`config.mk`:
```
export PLATFORM = sky130hd
export DESIGN_NAME = stream_fifo
export DESIGN_NICKNAME = d
export VERILOG_FILES = /design/src/rtl/stream_fifo_pkg.sv /design/src/rtl/stream_fifo_mem.sv /design/src/rtl/stream_fifo.sv
export SDC_FILE = /design/constraint.sdc
export NUM_CORES = 1
export LEC_CHECK = 0
export CAP_MARGIN = 40
export CORE_ASPECT_RATIO = 0.6
export CORE_MARGIN = 2
export CORE_UTILIZATION = 52
export CTS_CLUSTER_DIAMETER = 200
export DETAILED_ROUTE_END_ITERATION = 7
export PLACE_DENSITY_LB_ADDON = 0.25
export SLEW_MARGIN = 40
export SYNTH_ARGS = -nofsm -noshare
export SYNTH_HDL_FRONTEND = slang
export SYNTH_SLANG_ARGS = --single-unit
```
`constraint.sdc`:
```
create_clock -name clk -period 2.94 [get_ports clk]
set_input_delay 0.735 -clock clk [delete_from_list [all_inputs] [get_ports clk]]
set_output_delay 0.735 -clock clk [all_outputs]
set_load 0.01 [all_outputs]
```
`src/rtl/stream_fifo_pkg.sv`:
```
// Shared defaults and pointer helpers for stream_fifo.
package stream_fifo_pkg;

    localparam int unsigned DEF_DATA_WIDTH = 8;
    localparam int unsigned DEF_DATA_DEPTH = 16;

    // Pointers carry one extra wrap bit above the index; callers zero-extend them to 32 bits.
    function automatic logic ptr_full(input logic [31:0] wr, input logic [31:0] rd,
                                      input int unsigned aw);
        return (wr ^ rd) == (32'd1 << aw);
    endfunction

endpackage

```
`src/rtl/stream_fifo_mem.sv`:
```
// Storage array for stream_fifo: synchronous write, asynchronous read, no reset.
module stream_fifo_mem
    import stream_fifo_pkg::*;
#(
    parameter int unsigned DATA_WIDTH = DEF_DATA_WIDTH,
    parameter int unsigned DATA_DEPTH = DEF_DATA_DEPTH,
    parameter int unsigned ADDR_WIDTH = $clog2(DATA_DEPTH)
) (
    input  logic                  clk,
    input  logic                  we,
    input  logic [ADDR_WIDTH-1:0] waddr,
    input  logic [DATA_WIDTH-1:0] wdata,
    input  logic [ADDR_WIDTH-1:0] raddr,
    output logic [DATA_WIDTH-1:0] rdata
);

    logic [DATA_WIDTH-1:0] mem [DATA_DEPTH];

    always_ff @(posedge clk) begin
        if (we) begin
            mem[waddr] <= wdata;
        end
    end

    assign rdata = mem[raddr];

endmodule

```
`src/rtl/stream_fifo.sv`:
```
// First-word-fall-through valid/ready FIFO with occupancy count and almost-full/empty flags.
// Define STREAM_FIFO_FLUSH_EN to add a synchronous active-high flush input.
module stream_fifo
    import stream_fifo_pkg::*;
#(
    parameter int unsigned DATA_WIDTH    = DEF_DATA_WIDTH,
    parameter int unsigned DATA_DEPTH    = DEF_DATA_DEPTH,
    parameter int unsigned ADDR_WIDTH    = $clog2(DATA_DEPTH),
    parameter int unsigned AFULL_THRESH  = DATA_DEPTH - 2,
    parameter int unsigned AEMPTY_THRESH = 2
) (
    input  logic                  clk,
    input  logic                  rst,
`ifdef STREAM_FIFO_FLUSH_EN
    input  logic                  flush,
`endif
    input  logic                  in_valid,
    output logic                  in_ready,
    input  logic [DATA_WIDTH-1:0] in_data,
    output logic                  out_valid,
    input  logic                  out_ready,
    output logic [DATA_WIDTH-1:0] out_data,
    output logic [ADDR_WIDTH:0]   count,
    output logic                  almost_full,
    output logic                  almost_empty
);

    if (DATA_DEPTH < 2 || (DATA_DEPTH & (DATA_DEPTH - 1)) != 0) begin : g_bad_depth
        $error("stream_fifo: DATA_DEPTH must be a power of 2 and >= 2");
    end
    if (ADDR_WIDTH != unsigned'($clog2(DATA_DEPTH))) begin : g_bad_addr
        $error("stream_fifo: ADDR_WIDTH is derived and must not be overridden");
    end
    if (DATA_WIDTH < 1) begin : g_bad_width
        $error("stream_fifo: DATA_WIDTH must be >= 1");
    end

    localparam logic [ADDR_WIDTH:0] ONE        = (ADDR_WIDTH + 1)'(1);
    localparam logic [ADDR_WIDTH:0] AFULL_LVL  = (ADDR_WIDTH + 1)'(AFULL_THRESH);
    localparam logic [ADDR_WIDTH:0] AEMPTY_LVL = (ADDR_WIDTH + 1)'(AEMPTY_THRESH);

    logic [ADDR_WIDTH:0] wr_ptr_q, wr_ptr_d;
    logic [ADDR_WIDTH:0] rd_ptr_q, rd_ptr_d;
    logic [ADDR_WIDTH:0] count_q, count_d;
    logic                push, pop, do_write, flush_now;

`ifdef STREAM_FIFO_FLUSH_EN
    assign flush_now = flush;
`else
    assign flush_now = 1'b0;
`endif

    // Flags come only from registered pointers/count, so no input reaches an output.
    assign in_ready     = ~ptr_full(32'(wr_ptr_q), 32'(rd_ptr_q), ADDR_WIDTH);
    assign out_valid    = (wr_ptr_q != rd_ptr_q);
    assign count        = count_q;
    assign almost_full  = (count_q >= AFULL_LVL);
    assign almost_empty = (count_q <= AEMPTY_LVL);

    assign push     = in_valid & in_ready;
    assign pop      = out_valid & out_ready;
    assign do_write = push & ~flush_now;

    always_comb begin
        wr_ptr_d = wr_ptr_q;
        rd_ptr_d = rd_ptr_q;
        count_d  = count_q;
        if (flush_now) begin
            rd_ptr_d = wr_ptr_q;
            count_d  = '0;
        end else begin
            if (push) wr_ptr_d = wr_ptr_q + ONE;
            if (pop)  rd_ptr_d = rd_ptr_q + ONE;
            if (push && !pop)      count_d = count_q + ONE;
            else if (pop && !push) count_d = count_q - ONE;
        end
    end

    always_ff @(posedge clk) begin
        if (!rst) begin
            wr_ptr_q <= '0;
            rd_ptr_q <= '0;
            count_q  <= '0;
        end else begin
            wr_ptr_q <= wr_ptr_d;
            rd_ptr_q <= rd_ptr_d;
            count_q  <= count_d;
        end
    end

    stream_fifo_mem #(
        .DATA_WIDTH (DATA_WIDTH),
        .DATA_DEPTH (DATA_DEPTH),
        .ADDR_WIDTH (ADDR_WIDTH)
    ) u_mem (
        .clk   (clk),
        .we    (do_write),
        .waddr (wr_ptr_q[ADDR_WIDTH-1:0]),
        .wdata (in_data),
        .raddr (rd_ptr_q[ADDR_WIDTH-1:0]),
        .rdata (out_data)
    );

endmodule
```
## Word-level counts from Yosys, hierarchy flattened

Memories as Yosys holds them, arrays and structs flattened. A register that Yosys moved wholly into a read port is not among the register bits.
Index checks and enable logic that the tools add are counted.

- Equal/unequal tests: 2
- $lt $le $gt $ge: 2
- $add $sub $neg: 4
- Bitwise operators: 4
- Reductions and logical operators: 5
- Mux-type cells: 6

Operators with widths:

| cell | number |
|---|---|
| $add 5x1->5 const B | 3 |
| $mux 5 | 2 |
| $mux 4 | 2 |
| $eq 5x5->1 const B | 1 |
| $ge 5x4->1 const B | 1 |
| $le 5x2->1 const B | 1 |
| $ne 5x5->1 | 1 |
| $sub 5x1->5 const B | 1 |
| $xor 5x5->5 | 1 |
| $and 1x1->1 | 2 |
| $logic_and 1x1->1 | 2 |
| $logic_not 1->1 | 2 |
| $mux 1 | 2 |
| $reduce_bool 2->1 | 1 |
| $not 1->1 | 1 |

- Output and inout port bits: 17
- Flip-flop bits (word level): 15
- Bits of input ports: 12
- Memory bits (writable): 128
- Logic and storage cells: 27
- Memories: 1

Memory list:

| name | words | bits a word | read ports | clocked after Yosys merged registers in | wr ports | RTL line | source |
|---|---|---|---|---|---|---|---|
| u_mem.mem | 16 | 8 | 1 | 1 | 1 | stream_fifo_mem.sv:17 | `logic [DATA_WIDTH-1:0] mem [DATA_DEPTH];` |

## Logic depth before layout (Yosys ltp)

Gate-level depths: netlist of the first run.

- Depth in word-level cells: 8
- Mapped depth: 13
- Gate-level depth less buffers: 11

## By module

From an unflattened synthesis of the first run, not the netlist that was laid out.

- Cell total of the unflattened synthesis: 321
- Area total of the unflattened synthesis: 5,890.6 um^2

By module, submodules not included:

| module | cells an instance | sequential area each (um^2) | area each (um^2) | instances |
|---|---|---|---|---|
| stream_fifo_mem | 221 | 3,843.7 | 4,987.3 | 1 |
| stream_fifo | 100 | 300.3 | 903.4 | 1 |

## Worst setup path before layout of the first run

OpenSTA, ideal clock, no wires.

- Path kind: register to register
- Start: reg wr_ptr_q[2]
- End: reg count_q[4] (netlist: count[4])
- Slack: 325 ps
- Required time: 2,868 ps
- Clock period less this slack: 2,615 ps
- Path buffers: 2
- Cell stages (with the launch flop): 13
- Arrival time: 2,543 ps
- Setup time: 72 ps
- Path through: dfxtp_1 -> buf_2 -> xnor2_1 -> nand4_2 -> o21a_1 -> buf_2 -> ha_1 -> inv_1 -> ha_1 -> a21o_1 -> a21oi_1 -> mux2i_1 -> mux2i_1

- Cells in the longest elaborated chain, start to end: 7
- Elaborated cells on any way between the ends: 12
- Those cells by class: eq/ne (2); mux (1); bitwise (4); reduce/logical (5)

Ends and longest elaborated chain:

| what | RTL line | source |
|---|---|---|
| start, declared | stream_fifo.sv:42 | `logic [ADDR_WIDTH:0] wr_ptr_q, wr_ptr_d;` |
| start signal, assigned | stream_fifo.sv:85 | `wr_ptr_q <= wr_ptr_d;` |
| $xor 5x5->5 (*) | stream_fifo_pkg.sv:10 | `return (wr ^ rd) == (32'd1 << aw);` |
| $eq 5x5->1 (*) | stream_fifo_pkg.sv:10 |  |
| $not 1->1 (*) | stream_fifo.sv:54 | `assign in_ready = ~ptr_full(32'(wr_ptr_q), 32'(rd_ptr_q), ADDR_WIDTH);` |
| $and 1x1->1 (*) | stream_fifo.sv:60 | `assign push = in_valid & in_ready;` |
| named net do_write | stream_fifo.sv:45 | `logic push, pop, do_write, flush_now;` |
| $logic_not 1->1 | stream_fifo.sv:75 | `else if (pop && !push) count_d = count_q - ONE;` |
| $logic_and 1x1->1 | stream_fifo.sv:75 |  |
| $reduce_bool 2->1 (no line) | -- |  |
| end signal, assigned | stream_fifo.sv:87 | `count_q <= count_d;` |
| end, declared | stream_fifo.sv:44 | `logic [ADDR_WIDTH:0] count_q, count_d;` |

The timed path passes the listed nets; every way through them passes the cells marked *.
A chain may end at the register's enable or synchronous reset.

==> impl_metrics.py, run 1 <==
metrics = {
    "yosys": {
        "syn_nets": 331,
        "synthArstFlopShare_pct": 0,
        "synth_top_area_share_pct": 63.2,
        "yosys-top-cells-area": "edfxtp_1, mux4_1, dfxtp_1, mux4_2, ha_1",
        "synth-edff-count": 128,
        "netlist_area_mm2": 0.00608,
        "synth.most_common_cell": "edfxtp_1",
        "synthCells": 308,
        "yosys-top-cells-count": "edfxtp_1, mux4_1, dfxtp_1",
        "synth-seq-cells": 147,
        "synth_top_flop_cell": "edfxtp_1",
        "ys_seq_area_share_pct": 69.5,
        "yosysWarnings": 0,
        "yosys.area.top_type": "edfxtp_1",
        "synthDistinctLibCells": 37,
        "postSynthAreaPerCell_um2": 19.7,
    },
    "critical_path": {
        "critPathMostFrequentCell": "mux4_2",
        "critPathMaxFanout": 10,
        "crit_type": "reg -> out",
        "cp_slowest_cell": "mux4_2",
        "worstPathCellList": "buf_12 -> buf_8 -> mux4_2 -> mux4_2 -> buf_6",
        "max_stage_delay_ps": 520,
        "crit_path_start_kind": "register",
        "cp.depth": 5,
        "cp-end-kind": "output port",
        "crit_family": "multiplexers",
        "cp.arrival_ps": 2250,
        "reg2reg_depth": 11,
        "crit_required_ps": 2200,
        "cp_num_buf_inv": 3,
    },
    "global_route": {
        "antenna_found_initial": 0,
        "grtUsageTotal_pct": 20.9,
        "grt_overflow": 0,
        "first_global_vias": 3003,
        "grt_pass1_wl_um": 18000,
        "grt_start_max_net_pins": 33,
    },
    "cts": {
        "clockRootBuffer": "clkbuf_16",
        "ctsHoldBuffers": 0,
        "cts.sinks": 147,
        "cts_tree": "built",
        "htree_num_levels": 4,
        "numCtsBuffers": 17,
        "worst_skew_pair.late_latency_ps": 420,
        "clk_path_buf_depth": 2,
        "path_clk_slew_ps": 60,
    },
    "worst_hold_path": {
        "whs_path_depth": 2,
        "hp-class": "reg -> reg",
    },
    "die": {
        "io_pins": 29,
        "core_mm2": 0.0113,
        "fp.dieW_um": 144,
        "initial_utilization_pct": 53.6,
        "die_area_mm2": 0.0126,
        "die_h_um": 87.7,
        "core.rowCount": 30,
    },
    "outcome": {
        "violations": "negative setup slack",
        "status": "complete, but fails checks",
    },
    "timing": {
        "period_minus_slack_ps": 2980,
        "tightest_slew_ps": 635,
        "max_freq_mhz": 335,
        "relSlewSlack_pct": 57.5,
        "fin_ws_ps": -43.8,
        "tns_ps": -133,
        "setup_viol": 5,
        "finalMaxSlewViolations": 0,
        "period_share_pct": 101,
        "rsz0062_at_grt": "true",
        "holdWs_ps": 515,
        "fin_skew_ps": 10.5,
        "hold_viol_final": 0,
    },
    "detailed_routing": {
        "wl_per_cell_um": 22.4,
        "drtPass1Iterations": 4,
        "drtIter0Drc": 375,
        "drc": 0,
        "ant_nets": 0,
        "drt_wl_total_um": 12100,
        "routed_via_density": 5.63,
        "vias": 3058,
    },
    "power": {
        "max-vdd-ir-drop_mv": 0.412,
        "leakage_nw": 2.51,
        "powerDensity_mw_per_mm2": 784,
    },
    "final_layout": {
        "syn_to_final_growth_pct": 20.2,
        "multi_input_area_mm2": 0.00166,
        "drive_gt1_share_pct": 28.5,
        "fill_cells": 771,
        "regArea_mm2": 0.00423,
        "fin_area_mm2": 0.00731,
        "antenna_cells": 0,
        "nets": 393,
    },
    "placed_design": {
        "io_buffers": 28,
        "place_hpwl_um": 7320,
        "place_area_mm2": 0.00666,
        "place.gp.congestion": 0.829,
    },
    "run": {
        "maxCapViolCount": 0,
    },
}
## sequential cells by signal, indices dropped and copies added, names as in the netlist, named ones only
signal and cells:
rd_ptr_q 5, u_mem.mem 128, wr_ptr_q 5, count 5
## tightest hold or removal path: stages (launching register included)
cell	delay, ps
dfxtp_1	340
nand2_1	70
mux2i_1	50
## power by group
group	total, mW	internal (mW)	switching (mW)	leakage, nW
clock network	2.27	1.43	0.841	0.298
logic	1.04	0.607	0.429	0.896
registers	2.42	2.34	0.0799	1.31
total	5.73	4.38	1.35	2.51
## per-stage QoR
| step | power, mW | setup slack [ps] | std cells | utilization (%) |
|---|---|---|---|---|
| final | 5.73 | -43.8 | 543 | 64.5 |
| after global routing | 5.94 | -102 | 543 | 64.5 |
| after CTS | 5.74 | -96.4 | 542 | 64.6 |
| after detailed placement | 3.41 | 45.2 | 503 | 58.7 |
| after global placement | 3.38 | 57.6 | 503 | 58.7 |
| after floorplan | 3.05 | 325 | 308 | - |
## final cells by class
cell class | count | share of cell area, %
clock inverter | 14 | 2.74
sequential | 147 | 57.9
multi-input combinational | 140 | 22.7
clock buffer | 18 | 5.87
tap | 160 | 2.74
timing repair buffer | 58 | 7.72
inverter | 6 | 0.308
## cells by family (layout without fill, tap and decap cells)
logic type,after synthesis,in the layout,share of synthesized area [%]
adder cells (fa/ha/maj),11,11,2.39
multiplexers,43,43,16.8
buffers and inverters,21,96,2.12
flip-flops,147,147,69.5
AO/OA/AOI/OAI,18,18,2.04
AND/OR/NAND/NOR,53,53,5.00
XOR/XNOR,15,15,2.16
## worst paths after layout
path,start,end,slack (ps)
setup / recovery,register,out_data[4],-40
hold / removal,count[4],count[4],510
setup reg to reg,wr_ptr_q[3],count[4],300
hold reg to reg,count[4],count[4],510
## placed cells by master, fill, tap and decap left out, drive strengths merged, types with 3 or more instances in the layout
cell	instances
and2	12
and3	16
buf	38
bufinv	4
clkbuf	18
clkdlybuf4s50	20
clkinvlp	3
dfxtp	19
edfxtp	128
ha	10
inv	11
mux2i	3
mux4	40
nand2	8
nand2b	3
nand3	4
nor2	3
nor2b	3
o211ai	4
o21ai	7
xnor2	13
## layer usage
metal	wire, µm	GRT usage (%)	vias to the layer above
met5	0	0	-
met4	136	7.31	0
met3	981	6.34	12
met2	5290	28.9	137
met1	5730	32.0	1536
li1	-	-	1373
## repair_timing
action                                  in CTS  in global routing
cloned                                       1                  0
resized for setup                           46                 14
endpoints found under the setup margin       8                  9
setup buffers                                6                  1
Note: power is estimated with default switching activity, not from simulation.
==> run 2, diff against run 1 <==
--- a/config.mk
+++ b/config.mk
@@ -7,7 +7,7 @@
 export LEC_CHECK = 0
 export CAP_MARGIN = 40
 export CORE_ASPECT_RATIO = 0.6
-export CORE_MARGIN = 2
+export CORE_MARGIN = 5
 export CORE_UTILIZATION = 52
 export CTS_CLUSTER_DIAMETER = 200
 export DETAILED_ROUTE_END_ITERATION = 7
==> run 2 against run 1 <==
The run still ends with negative setup slack left. Worst setup slack got worse by 22 ps. Cell count decreased by 1.7%. Flip-flop and latch count unchanged. Clock power decreased by 7%. Combinational power increased by 7%. Critical path type unchanged. Largest cell class unchanged. Largest power group unchanged.
==> impl_metrics.py, run 2 (synthesis results as in run 1) <==
metrics = {
    "outcome": {
        "status": "complete, but fails checks",
        "violations": "negative setup slack",
    },
    "final_layout": {
        "drive_gt1_share_pct": 28.9,
        "antenna_cells": 0,
        "fin_cells": 534,
        "top_register": "u_mem.mem",
        "fill_cells": 785,
        "nets": 384,
        "multi_input_area_mm2": 0.00164,
        "utilization_pct": 63.6,
        "largest_reg_flops": 128,
        "final_cell_mix": "edfxtp_1, mux4_2, clkbuf_16, clkdlybuf4s50_1",
        "syn_to_final_growth_pct": 19.0,
        "regArea_mm2": 0.00423,
        "mostFrequentLayoutCell": "edfxtp_1",
    },
    "critical_path": {
        "crit_path_start_kind": "register",
        "critPathMaxFanout": 6,
        "cp.arrival_ps": 2270,
        "crit_type": "reg -> out",
        "cp-end-kind": "output port",
        "crit_required_ps": 2200,
    },
    "worst_hold_path": {
        "hp-class": "reg -> reg",
    },
    "power": {
        "max-vdd-ir-drop_mv": 0.467,
        "leakage_nw": 2.45,
        "powerDensity_mw_per_mm2": 782,
    },
    "timing": {
        "tightest_slew_ps": 663,
        "period_share_pct": 102,
        "setup_viol": 6,
        "finalMaxSlewViolations": 0,
        "relSlewSlack_pct": 55.7,
        "period_minus_slack_ps": 3010,
        "fin_skew_ps": 8.65,
        "fin_ws_ps": -65.4,
        "max_freq_mhz": 333,
        "rsz0062_at_grt": "true",
        "holdWs_ps": 512,
        "hold_viol_final": 0,
    },
    "global_route": {
        "grt_pass1_wl_um": 18900,
        "first_global_vias": 3056,
        "grtUsageTotal_pct": 19.2,
        "grt_start_max_net_pins": 33,
        "grt_overflow": 0,
        "antenna_found_initial": 1,
    },
    "cts": {
        "clk_path_buf_depth": 2,
        "cts_tree": "built",
        "path_clk_slew_ps": 60,
        "cts.sinks": 147,
        "worst_skew_pair.late_latency_ps": 420,
        "numCtsBuffers": 17,
        "htree_num_levels": 4,
        "clockRootBuffer": "clkbuf_16",
    },
    "die": {
        "die_area_mm2": 0.0140,
        "die_h_um": 93.7,
        "core.rowCount": 30,
        "initial_utilization_pct": 53.4,
        "io_pins": 29,
        "core_mm2": 0.0114,
        "fp.dieW_um": 150,
    },
    "detailed_routing": {
        "drtPass1Iterations": 5,
        "routed_via_density": 5.66,
        "drt_wl_total_um": 12400,
        "drtIter0Drc": 346,
        "ant_nets": 0,
        "drc": 0,
        "wl_per_cell_um": 23.3,
        "vias": 3022,
    },
    "placed_design": {
        "place.gp.congestion": 0.742,
        "place_hpwl_um": 7540,
        "io_buffers": 28,
        "place_ws_ps": 54.6,
        "dp_cells": 494,
    },
    "run": {
        "maxCapViolCount": 0,
    },
}
==> run 2: changes by cell type in the layout (fill, tap and decap cells not counted), sizes merged <==
cell,change
buf,-9
clkinv,+3
clkinvlp,-2
clkbuf,+3
bufinv,-4
==> run 2: power breakdown <==
group	internal, mW	switching, mW
Sequential	2.34	0.0839
Combinational	0.644	0.470
Clock	1.27	0.852
Total	4.25	1.41
==> run 2: per-layer routing <==
| layer | global-route usage, % | share of wire (%) | vias up |
|---|---|---|---|
| met3 | 5.74 | 7.0 | 16 |
| met1 | 28.6 | 47 | 1533 |
| met5 | 0 | 0 | - |
| met4 | 6.63 | 1.4 | 0 |
| li1 | - | - | 1343 |
| met2 | 26.9 | 44 | 130 |
==> run 2: worst max-delay path: stages, from the launching register on <==
cell	delay, ps
dfxtp_4	450
buf_12	160
buf_12	110
mux4_2	500
mux4_2	490
buf_6	140
==> run 2: per-stage QoR <==
stage                     TNS [ps]  total power [mW]  area [µm²]
after floorplan                  0              3.05        6080
after global placement           0              3.41        6590
after detailed placement         0              3.43        6590
after CTS                     -424              5.71        7260
after global routing          -651              5.88        7230
final                         -213              5.65        7230
==> run 2: area by class of cell <==
| class | instances | share of cell area, % |
|---|---|---|
| Inverter | 6 | 0.311 |
| Timing Repair Buffer | 49 | 7.49 |
| Multi-Input combinational cell | 140 | 22.7 |
| Tap cell | 160 | 2.77 |
| Clock buffer | 21 | 7.11 |
| Clock inverter | 11 | 1.19 |
| Sequential cell | 147 | 58.5 |
==> run 2: path summary, 6_finish.rpt <==
check	start	to	slack, ps	depth (start not counted)
setup / recovery	register	out_data[4]	-70	5
setup reg to reg	wr_ptr_q[1]	count[4]	350	10
hold / removal	wr_ptr_q[4]	wr_ptr_q[4]	510	2
hold reg to reg	wr_ptr_q[4]	wr_ptr_q[4]	510	2
==> run 2: what timing repair did <==
item | 4_1_cts | 5_1_grt
setup buffers | 7 | 0
hold buffers | 0 | 0
cloned | 2 | 0
gates resized for setup | 69 | 3
setup endpoints to repair | 8 | 9
